`src/rtl/seg_scan_driver.sv`:
```
// Eight-digit common-anode seven-segment scan driver with frame snapshot, ghost blanking and blink.
// Optional macro LEADING_ZERO_BLANK_EN blanks digit 7 when its snapshot nibble is zero.
module seg_scan_driver #(
   parameter int unsigned SCAN_DIV  = 6250,
   parameter int unsigned BLINK_DIV = 2000,
   parameter int unsigned GHOST     = 8
) (
   input  logic        clk_50m,
   input  logic        cr,
   input  logic        en,
   input  logic [31:0] digits,
   input  logic [7:0]  blink_mask,
   input  logic        pm_in,
   output logic [6:0]  seg,
   output logic        dp,
   output logic [7:0]  pos,
   output logic        frame_start
);

   localparam int unsigned DW = (SCAN_DIV > 1) ? $clog2(SCAN_DIV) : 1;
   localparam int unsigned BW = (BLINK_DIV > 1) ? $clog2(BLINK_DIV) : 1;
   localparam logic [DW-1:0] DIV_LAST   = DW'(SCAN_DIV - 1);
   localparam logic [DW-1:0] GHOST_W    = DW'(GHOST);
   localparam logic [BW-1:0] BLINK_LAST = BW'(BLINK_DIV - 1);

   logic [DW-1:0] div_cnt;
   logic [2:0]    idx;
   logic [BW-1:0] blink_cnt;
   logic          blink_phase;
   logic [31:0]   snap_digits;
   logic [7:0]    snap_mask;

   logic       tick;
   logic       wrap;
   logic       slot_on;
   logic [3:0] cur_nib;
   logic [6:0] cur_seg;

   function automatic logic [6:0] decode(input logic [3:0] n);
      logic [6:0] s;
      case (n)
         4'h0:    s = 7'h40;
         4'h1:    s = 7'h79;
         4'h2:    s = 7'h24;
         4'h3:    s = 7'h30;
         4'h4:    s = 7'h19;
         4'h5:    s = 7'h12;
         4'h6:    s = 7'h02;
         4'h7:    s = 7'h78;
         4'h8:    s = 7'h00;
         4'h9:    s = 7'h10;
         4'hA:    s = 7'h3F;
         default: s = 7'h7F;
      endcase
      return s;
   endfunction

   always_comb begin
      tick    = (div_cnt == DIV_LAST);
      wrap    = tick && (idx == 3'd7);
      // First GHOST cycles of each slot keep every anode off to hide the previous digit
      slot_on = (div_cnt >= GHOST_W);
      cur_nib = snap_digits[idx*4 +: 4];
      cur_seg = decode(cur_nib);
`ifdef LEADING_ZERO_BLANK_EN
      if (idx == 3'd7 && cur_nib == 4'h0) begin
         cur_seg = 7'h7F;
      end
`endif
      if (snap_mask[idx] && blink_phase) begin
         cur_seg = 7'h7F;
      end
   end

   always_ff @(posedge clk_50m or posedge cr) begin
      if (cr) begin
         div_cnt     <= '0;
         idx         <= 3'd0;
         blink_cnt   <= '0;
         blink_phase <= 1'b0;
         snap_digits <= 32'hFFFF_FFFF;
         snap_mask   <= 8'h00;
         seg         <= 7'h7F;
         dp          <= 1'b1;
         pos         <= 8'hFF;
         frame_start <= 1'b0;
      end else if (en) begin
         div_cnt <= tick ? '0 : div_cnt + 1'b1;
         if (tick) begin
            idx <= idx + 3'd1;
            if (blink_cnt == BLINK_LAST) begin
               blink_cnt   <= '0;
               blink_phase <= ~blink_phase;
            end else begin
               blink_cnt <= blink_cnt + 1'b1;
            end
         end
         // Inputs are captured only at the frame boundary so a frame never mixes old and new data
         if (wrap) begin
            snap_digits <= digits;
            snap_mask   <= blink_mask;
         end
         frame_start <= wrap;
         pos         <= slot_on ? ~(8'd1 << idx) : 8'hFF;
         seg         <= cur_seg;
         dp          <= ~((idx == 3'd0) && pm_in && slot_on);
      end else begin
         frame_start <= 1'b0;
         pos         <= 8'hFF;
         seg         <= 7'h7F;
         dp          <= 1'b1;
      end
   end

endmodule

```
`config.mk`:
```
export PLATFORM = sky130hd
export DESIGN_NAME = seg_scan_driver
export DESIGN_NICKNAME = d
export VERILOG_FILES = /design/src/rtl/seg_scan_driver.sv
export SDC_FILE = /design/constraint.sdc
export NUM_CORES = 1
export LEC_CHECK = 0
export BUFFER_PORTS_ARGS = -buffer_cell sky130_fd_sc_hd__buf_2
export CAP_MARGIN = 40
export CORE_MARGIN = 2
export CORE_UTILIZATION = 30
export DETAILED_ROUTE_END_ITERATION = 8
export GPL_TIMING_DRIVEN = 0
export HOLD_SLACK_MARGIN = 0.15
export PLACE_DENSITY_LB_ADDON = 0.08
export SYNTH_ARGS = -nofsm -noshare
export SYNTH_HDL_FRONTEND = slang
export SYNTH_SLANG_ARGS = --single-unit
export TNS_END_PERCENT = 50
```
`constraint.sdc`:
```
create_clock -name clk_50m -period 5.92 [get_ports clk_50m]
set_clock_uncertainty 0.15 [all_clocks]
set_input_delay 1.184 -clock clk_50m [delete_from_list [all_inputs] [get_ports clk_50m]]
set_output_delay 1.184 -clock clk_50m [all_outputs]
set_load 0.03 [all_outputs]
```
; After elaboration in Yosys (flattened, before gate mapping)
; Memories as Yosys holds them, arrays and structs flattened.
; Index checks and enable logic that the tools add are counted.
[totals]
ff_bits = 85
latchBits = 0
ramBits = 0
mem_bits_ro = 112
in_bits = 44
out_inout_bits = 17
elab_cells = 42
n_memories = 1
[memory_table]
columns = name, depth, width, rd, rd_ports_with_merged_regs, write_ports, line_no
row1 = (name not given), 16, 7, 1, 0, 0, 41  ; case (n)
[op_classes]
add_sub_neg = 3
n_mul = 0
div_mod_pow = 0
n_lt_le_gt_ge = 2
n_eq_ne = 3
n_shift = 2
muxes = 10
n_bitwise = 3
n_reduce_logical = 8
[ops]
columns = operator, count
row1 = 32-bit by 6-bit variable part select with 4-bit output, 1
row2 = 8-bit 2-to-1 mux, 2
row3 = 7-bit 2-to-1 mux, 2
row4 = "13-bit by 1-bit adder with 13-bit output, second input constant", 1
row5 = "13-bit == test, second input constant", 1
row6 = "13-bit by 4-bit >= comparator with 1-bit output, second input constant", 1
row7 = 13-bit 2-to-1 mux, 1
row8 = "11-bit by 1-bit adder with 11-bit output, second input constant", 1
row9 = "11-bit == test, second input constant", 1
row10 = 11-bit 2-to-1 mux, 1
row11 = 8-bit NOT, 1
row12 = "1-bit by 3-bit left shift with 8-bit output, first input constant", 1
row13 = 1-bit logical AND, 4
row14 = "3-bit by 4-bit < comparator with 1-bit output, second input constant", 1
row15 = 2-bit AND reduction, 2
row16 = "3-bit by 1-bit adder with 3-bit output, second input constant", 1
row17 = 1-bit binary-select mux with 3-bit select, 1
row18 = "3-bit == test, second input constant", 1
row19 = 3-bit logical NOT, 1
row20 = 1-bit 2-to-1 mux, 3
row21 = 3-bit AND reduction, 1
row22 = 1-bit NOT, 2

; Depth between registers and ports, before layout
; Gate-level depths: netlist (run 1).
[logic_depth]
word_depth = 5
ltp_mapped = 9
mapped_depth_nobuf = 8

; Worst setup path after synthesis (run 1)
; No wires, ideal clock.
[synth_path]
kind = in2reg
startpoint = in en
endpoint = reg div_cnt[12]
setup_time_ns = 0.131
t_arrival_ns = 2.286
required_time_ns = 5.639
slack_ns = 3.353
path_stages = 6
n_path_buf = 1
path_cell_list = buf_2 -> nand4_1 -> or3_1 -> nor3_1 -> xnor2_1 -> nor2_1
[synth_rtl]
columns = item, line_no
row1 = start: declaration, 10  ; input logic en,
row2 = end signal: assignment, 88  ; div_cnt <= tick ? '0 : div_cnt + 1'b1;
row3 = end: declaration, 26  ; logic [DW-1:0] div_cnt;

; Final worst setup path (run 1)
[layout_path]
startpoint = reg idx[0]
endpoint = reg seg[6]
[layout_via]
elab_chain_len = 5
word_cells_on_any_way = 7
cone_classes = 1 x shift / 4 x mux / 1 x reduce/logical / 1 x memory
[layout_rtl]
columns = item, line_no
row1 = start: declaration, 27  ; logic [2:0] idx;
row2 = start signal: assignment, 90  ; idx <= idx + 3'd1;
row3 = "parallel branches: the longest is 3 deep, another holds memory 16 x 7 bit", n/a
row4 = 7-bit 2-to-1 mux (*), 70  ; if (snap_mask[idx] && blink_phase) begin
row5 = 7-bit 2-to-1 mux (*), 87  ; end else if (en) begin
row6 = end signal: assignment, 105  ; seg <= cur_seg;
row7 = end: declaration, 14  ; output logic [6:0] seg,
; Mark *: on every way between the ends. The select of a mux whose other input is x is not followed.
; A chain may end at the register's enable or synchronous reset.

==> results of run 1 <==
## state kept, by name, indices dropped and copies added, names as in the netlist
signal	flops
seg	7
frame_start	1
blink_phase	1
div_cnt	13
idx	3
dp	1
blink_cnt	11
snap_mask	8
pos	8
snap_digits	32
## power by group through the flow
stage               combinational (mW)  clock (mW)  sequential [mW]
finish                           0.116       0.553            0.631
global route                     0.132       0.600            0.635
CTS                              0.120       0.572            0.631
detailed placement               0.119           0            0.640
global placement                 0.116           0            0.639
floorplan                       0.0630           0            0.649
## area by class of cell
type / instances / area [um^2] / share of cell area
Sequential cell: 85 / 2190 / 0.429
Buffer: 12 / 81.3 / 0.0160
Inverter: 15 / 58.8 / 0.0115
Multi-Input combinational cell: 209 / 1930 / 0.378
Clock buffer: 16 / 293 / 0.0575
Tap cell: 180 / 225 / 0.0442
Timing Repair Buffer: 60 / 323 / 0.0634
## path summary, 6_finish.rpt
kind                          startpoint       endpoint  slack (ps)  depth (start not counted)
min in group asynchronous             cr   snap_mask[4]         710                          2
max in group asynchronous             cr         seg[4]        4250                          3
max reg2reg                       idx[0]         seg[6]        3020                          8
min reg2reg                blink_cnt[10]  blink_cnt[10]         340                          1
min                        blink_cnt[10]  blink_cnt[10]         340                          1
max                               idx[0]         seg[6]        3020                          8
## metal layers
| layer | GRT usage | up-vias | routed length [um] |
|---|---|---|---|
| met3 | 0.0295 | 14 | 366 |
| met5 | 0 | - | 0 |
| li1 | - | 1289 | - |
| met4 | 0.0618 | 0 | 193 |
| met2 | 0.187 | 58 | 3940 |
| met1 | 0.183 | 1281 | 4470 |
## stage by stage
| step | instances | area (um^2) | hold slack [ps] | worst slack (ps) | utilization |
|---|---|---|---|---|---|
| floorplan | 321 | 4250 | 299 | 2470 | - |
| global placement | 560 | 4770 | 323 | 1220 | 0.344 |
| detailed placement | 561 | 4800 | 335 | 2970 | 0.346 |
| CTS | 577 | 5090 | 342 | 2950 | 0.367 |
| global route | 577 | 5090 | 371 | 2810 | 0.367 |
| finish | 577 | 5090 | 339 | 3020 | 0.367 |
## placed cells by master, fill, tap and decap left out, types with 3 or more instances in the layout
master     netlist  layout
nor3_1           9       9
o21ai_0          8       8
mux2i_1          7       7
dfstp_2         48      48
mux4_2          10      10
ha_1            15      15
nand2b_1         3       3
nand3_1         14      14
and2_1           3       3
buf_6            4       4
dfrtp_1         37      37
inv_1           14      13
a21oi_1          5       5
buf_2            5      64
clkbuf_1         2       6
xnor2_1          8       8
nand4_1         14      14
mux2_2           3       3
mux2_4          39      39
xor2_1           7       7
nor2_1          12      12
clkbuf_16        0      10
nand2_1         22      22
## worst max-delay path, cell delays in order, from the launching register on
cell and delay [ps]:
dfrtp_1 370, buf_2 300, mux4_2 560, mux2i_1 540, inv_1 170, ha_1 270, mux2_2 270, o22ai_1 120
nand2_1 70
## cell families (layout without fill, tap and decap cells)
group | Yosys count | count (layout) | share of synthesized area
simple gates | 90 | 90 | 0.113
flops | 85 | 85 | 0.514
mux | 62 | 62 | 0.226
compound gates | 27 | 27 | 0.0394
buf+inv | 27 | 103 | 0.0324
fa+ha+maj | 15 | 15 | 0.0441
xor+xnor | 15 | 15 | 0.0309
==> key figures, run 1 <==
Drt
  • Pre-antenna DRT Iters: 4
  • DRC violations left: 0
  • Avg WL per Cell: 15.5 um
  • Post-route ant nets: 0
  • DR vias/cell: 4.58
  • Via count: 2642
  • DR iter-0 viols: 136
  • Final WL: 8970 um

Clock network
  • Clk buf depth: 2
  • CTS sink cnt: 85
  • Post-CTS Setup Bufs: 0
  • Clk slew on worst S/H paths: 60 ps
  • CTS tree: built
  • Cts bufs inserted: 9
  • Clock tree root buffer cell: clkbuf_16
  • Post-CTS sizing: 0
  • Depth of the CTS H-tree: 3
  • Hold buffer count at cts: 0
  • Worst skew pair latency: 340 ps

Synth
  • Yosys top cell area share: 0.297
  • Count leader, synth: dfstp_2
  • Synth async-reset ratio: 1.00
  • Primary FF master, synth: dfstp_2
  • Commonest cells in the netlist: dfstp_2 (48), mux2_4 (39), dfrtp_1 (37), nand2_1 (22), ha_1 (15)
  • Post-Syn Instances: 321
  • Seq cells post-synth: 85
  • Synth warn: 0
  • Ranking of synthesized cells by area: dfstp_2 (30%), dfrtp_1 (22%), mux2_4 (14%), mux4_2 (5.3%), ha_1 (4.4%)
  • Number of synthesized flops with an enable pin: 0
  • Synthesized area per cell: 13.2 um^2
  • Seq/Total Area, Yosys: 0.514
  • Synth cell types: 46
  • Leading area contributor after synthesis: dfstp_2
  • Syn nets: 380
  • Synthesized area: 0.00425 mm^2

Timing
  • RSZ-0062 raised after global routing: false
  • Slew HR: 0.554
  • Worst-Margin Slew: 650 ps
  • Peak Freq: 345 MHz
  • Tcrit/Tclk final: 0.490
  • Fin. Hold Viols: 0
  • Final slew viol count: 0
  • Final setup vio count: 0
  • Setup TNS: 0 ps
  • Final Critical Period: 2900 ps

Power and ir drop
  • Clock power frac: 0.425
  • Internal power: 984 uW
  • Register share of total power: 0.485
  • Comb power frac: 0.089
  • Psw: 316 uW
  • Power Total: 1.30 mW
  • Switching Fraction: 0.243
  • PD cells: 255 mW/mm^2
  • VDD IR max: 0.117 mV
  • Lkg Pwr: 2.34 nW

Place
  • I/O Buffers: 59
  • HPWL Detailed: 6470 um
  • RePlAce Congestion: 0.731

Hold path
  • Hold Path Class: reg -> reg

Setup path
  • Crit Path Max Fanout: 8
  • Crit path DAT: 3020 ps
  • CP endpoint kind: register
  • Req. time, crit path: 6040 ps
  • Critical path type: reg -> reg
  • Startpoint types: register

Global routing
  • Vias in the first global route: 2726
  • Grt total ovfl: 0
  • Overall Global Routing Usage: 0.129
  • Initial antenna violation count: 0
  • Pin count of the biggest net entering global routing: 53
  • Global-route wire length before repair: 14600 um

Finish
  • # nets final: 451
  • Inserted Diodes: 0
  • # fillers: 1370
  • Layout cells sized above 1: 0.476
  • Area Growth Syn to Fin: 19.8%

Floorplanning
  • Floorplan row count: 43
  • Ports: 61
  • Core area: 0.0139 mm^2
  • Die width: 123 um
  • Die H: 123 um
  • Die Footprint: 0.0151 mm^2
  • Starting Density: 0.306

Job
  • Max cap viols: 0

Status
  • Status: completed
No activity file was read; power rests on OpenSTA's default activity.
==> inputs of run 2 (changes only) <==
==> constraint.sdc (replaced) <==
create_clock -name clk_50m -period 3 [get_ports clk_50m]
set_clock_uncertainty 0.15 [all_clocks]
set_input_delay 0.6 -clock clk_50m [delete_from_list [all_inputs] [get_ports clk_50m]]
set_output_delay 0.6 -clock clk_50m [all_outputs]
set_load 0.03 [all_outputs]
==> key figures, run 2 (synthesis gave the netlist of run 1 again) <==
Floorplanning
  • Starting Density: 0.306 (unchanged)
  • Die width: 123 um (unchanged)
  • Core area: 0.0139 mm^2 (unchanged)
  • Die H: 123 um (unchanged)
  • Die Footprint: 0.0151 mm^2 (unchanged)
  • Floorplan row count: 43 (unchanged)
  • Ports: 61 (unchanged)

Timing
  • Final slew viol count: 0 (unchanged)
  • Tcrit/Tclk final: 0.930 (+0.440)
  • Worst-Margin Slew: 621 ps (-28.7 ps)
  • Final setup vio count: 0 (unchanged)
  • Setup ws final: 209 ps (-2810 ps)
  • Final Critical Period: 2790 ps (-110 ps)
  • Fin Hold WS: 293 ps (-45.7 ps)
  • Fin. Hold Viols: 0 (unchanged)
  • Peak Freq: 358 MHz (+3.9%)
  • Slew HR: 0.583 (+0.0284)
  • RSZ-0062 raised after global routing: false

Setup path
  • Worst reg2reg path endpoint: seg[6]
  • Startpoint types: register
  • Depth of the worst register-to-register path: 9 (+1)
  • Worst r2r src: idx[2]
  • Crit path max-delay cell type: clkbuf_1
  • Critical Path Max Stage Delay: 390 ps (-170 ps)
  • Req. time, crit path: 3110 ps (-2930 ps)
  • Crit path DAT: 2910 ps (-110 ps)
  • Setup slack, reg-to-reg: 210 ps (-2810 ps)
  • Worst-path cell chain: clkbuf_1 > buf_2 > mux4_2 > mux2i_2 > inv_1 > ha_1 > mux2_2 > o22ai_1 > nand2_1
  • Crit Path Max Fanout: 10 (+2)
  • Critical path type: reg -> reg
  • CP endpoint kind: register

Finish
  • Largest registers: snap_digits: 32 flops, div_cnt: 13 flops, blink_cnt: 11 flops
  • Reg with most FFs: snap_digits
  • Most common cell after layout, fill and taps aside: buf_2
  • Non-filler cells, final: 578 (+0.17%)
  • Commonest cells after routing, fill and taps aside: buf_2 (64), dfstp_2 (48), mux2_4 (39), dfrtp_1 (37), nand2_1 (22)
  • # nets final: 452 (+0.22%)
  • Area Growth Syn to Fin: 20.2%
  • Post-Layout Inst Area: 0.00511 mm^2 (+0.34%)
  • Inserted Diodes: 0 (unchanged)
  • Max FFs per register: 32 (unchanged)
  • Layout cells sized above 1: 0.480 (+0.00383)
  • Fin util: 0.368 (+0.00126)
  • # fillers: 1368 (-0.15%)

Place
  • HPWL Detailed: 6470 um (unchanged)
  • RePlAce Congestion: 0.731 (unchanged)
  • Post-Place Cells: 561 (unchanged)
  • Placed cell area: 0.00480 mm^2 (unchanged)
  • I/O Buffers: 59 (unchanged)
  • Pre-CTS setup slack: 49.9 ps (-2920 ps)

Drt
  • Via count: 2650 (+0.30%)
  • Post-route ant nets: 0 (unchanged)
  • Pre-antenna DRT Iters: 4 (unchanged)
  • Avg WL per Cell: 15.5 um (-0.11%)
  • Final WL: 8980 um (about the same)
  • DRC violations left: 0 (unchanged)
  • DR vias/cell: 4.58 (+0.13%)
  • DR iter-0 viols: 123 (-9.6%)

Hold path
  • Hold Path Class: in -> reg
  • Worst hold start: pm_in
  • Hold Path Cell Cnt: 2 (+1)
  • Hold EP: dp

Power and ir drop
  • Psw: 624 uW (+97%)
  • VDD IR max: 0.231 mV (+98%)
  • Comb power frac: 0.090 (about the same)
  • Switching Fraction: 0.243 (about the same)
  • Lkg Pwr: 2.33 nW (-0.34%)
  • Register share of total power: 0.485 (about the same)
  • PD cells: 502 mW/mm^2 (+97%)
  • Internal power: 1.94 mW (+97%)
  • Clock power frac: 0.425 (about the same)

Global routing
  • Vias in the first global route: 2731 (+0.18%)
  • Grt total ovfl: 0 (unchanged)
  • Overall Global Routing Usage: 0.130 (+0.000197)
  • Initial antenna violation count: 0 (unchanged)
  • Global-route wire length before repair: 14600 um (+0.18%)
  • Pin count of the biggest net entering global routing: 53 (unchanged)

Status
  • Status: completed

Clock network
  • Cts bufs inserted: 9 (unchanged)
  • Post-CTS Setup Bufs: 0 (unchanged)
  • Clock tree root buffer cell: clkbuf_16
  • CTS sink cnt: 85 (unchanged)
  • Clk slew on worst S/H paths: 60 ps (about the same)
  • Depth of the CTS H-tree: 3 (unchanged)
  • CTS tree: built
  • Worst skew pair latency: 340 ps (about the same)
  • Clk buf depth: 2 (unchanged)

Job
  • Max cap viols: 0 (unchanged)
-- run 2: worst max-delay path by stage --
stage | startpoint | endpoint
6_report | idx[2] | seg[6]
5_1_grt | idx[2] | seg[6]
4_1_cts | idx[0] | seg[6]
3_5_place_dp | idx[0] | seg[6]
3_3_place_gp | cr | div_cnt[3]
2_1_floorplan | cr | blink_cnt[0]
-- run 2: per-stage QoR --
stage / setup TNS, ps / power (mW)
2_1_floorplan: 0 / 1.41
3_3_place_gp: -52630 / 1.49
3_5_place_dp: 0 / 1.50
4_1_cts: 0 / 2.61
5_1_grt: 0 / 2.70
6_report: 0 / 2.57
-- run 2: power by group through the flow --
stage                     sequential, mW  combinational [mW]  clock (mW)
after floorplan                     1.28               0.124           0
after global placement              1.26               0.230           0
after detailed placement            1.26               0.235           0
after CTS                           1.25               0.237        1.13
after global routing                1.25               0.261        1.18
final                               1.25               0.230        1.09
-- run 2: repair_timing --
action                                 in CTS  in global routing
endpoints found under the hold margin       7                  0
resized for setup                           0                  2
setup endpoints to repair                   0                  1
hold buffers                                1                  0
-- run 2: worst max-delay path: cells and delay by family (launching register included) --
kind | cells | cell delay [ps]
muxes | 3 | 930
buffers and inverters | 3 | 850
DFF | 1 | 360
adders and majority gates | 1 | 230
AOI/OAI and AO/OA | 1 | 120
and+or+nand+nor | 1 | 70
-- run 2: routing by layer --
metal | GRT usage | wire length [um]
met5 | 0 | 0
met1 | 0.183 | 4480
met4 | 0.0618 | 193
met2 | 0.188 | 3930
met3 | 0.0295 | 371
-- run 2: area by class of cell --
class	count	area, um^2	area share
Timing Repair Buffer	61	333	0.0651
Multi-Input combinational cell	209	1930	0.378
Inverter	15	58.8	0.0115
Clock buffer	16	293	0.0573
Buffer	12	81.3	0.0159
Sequential cell	85	2190	0.428
Tap cell	180	225	0.0441
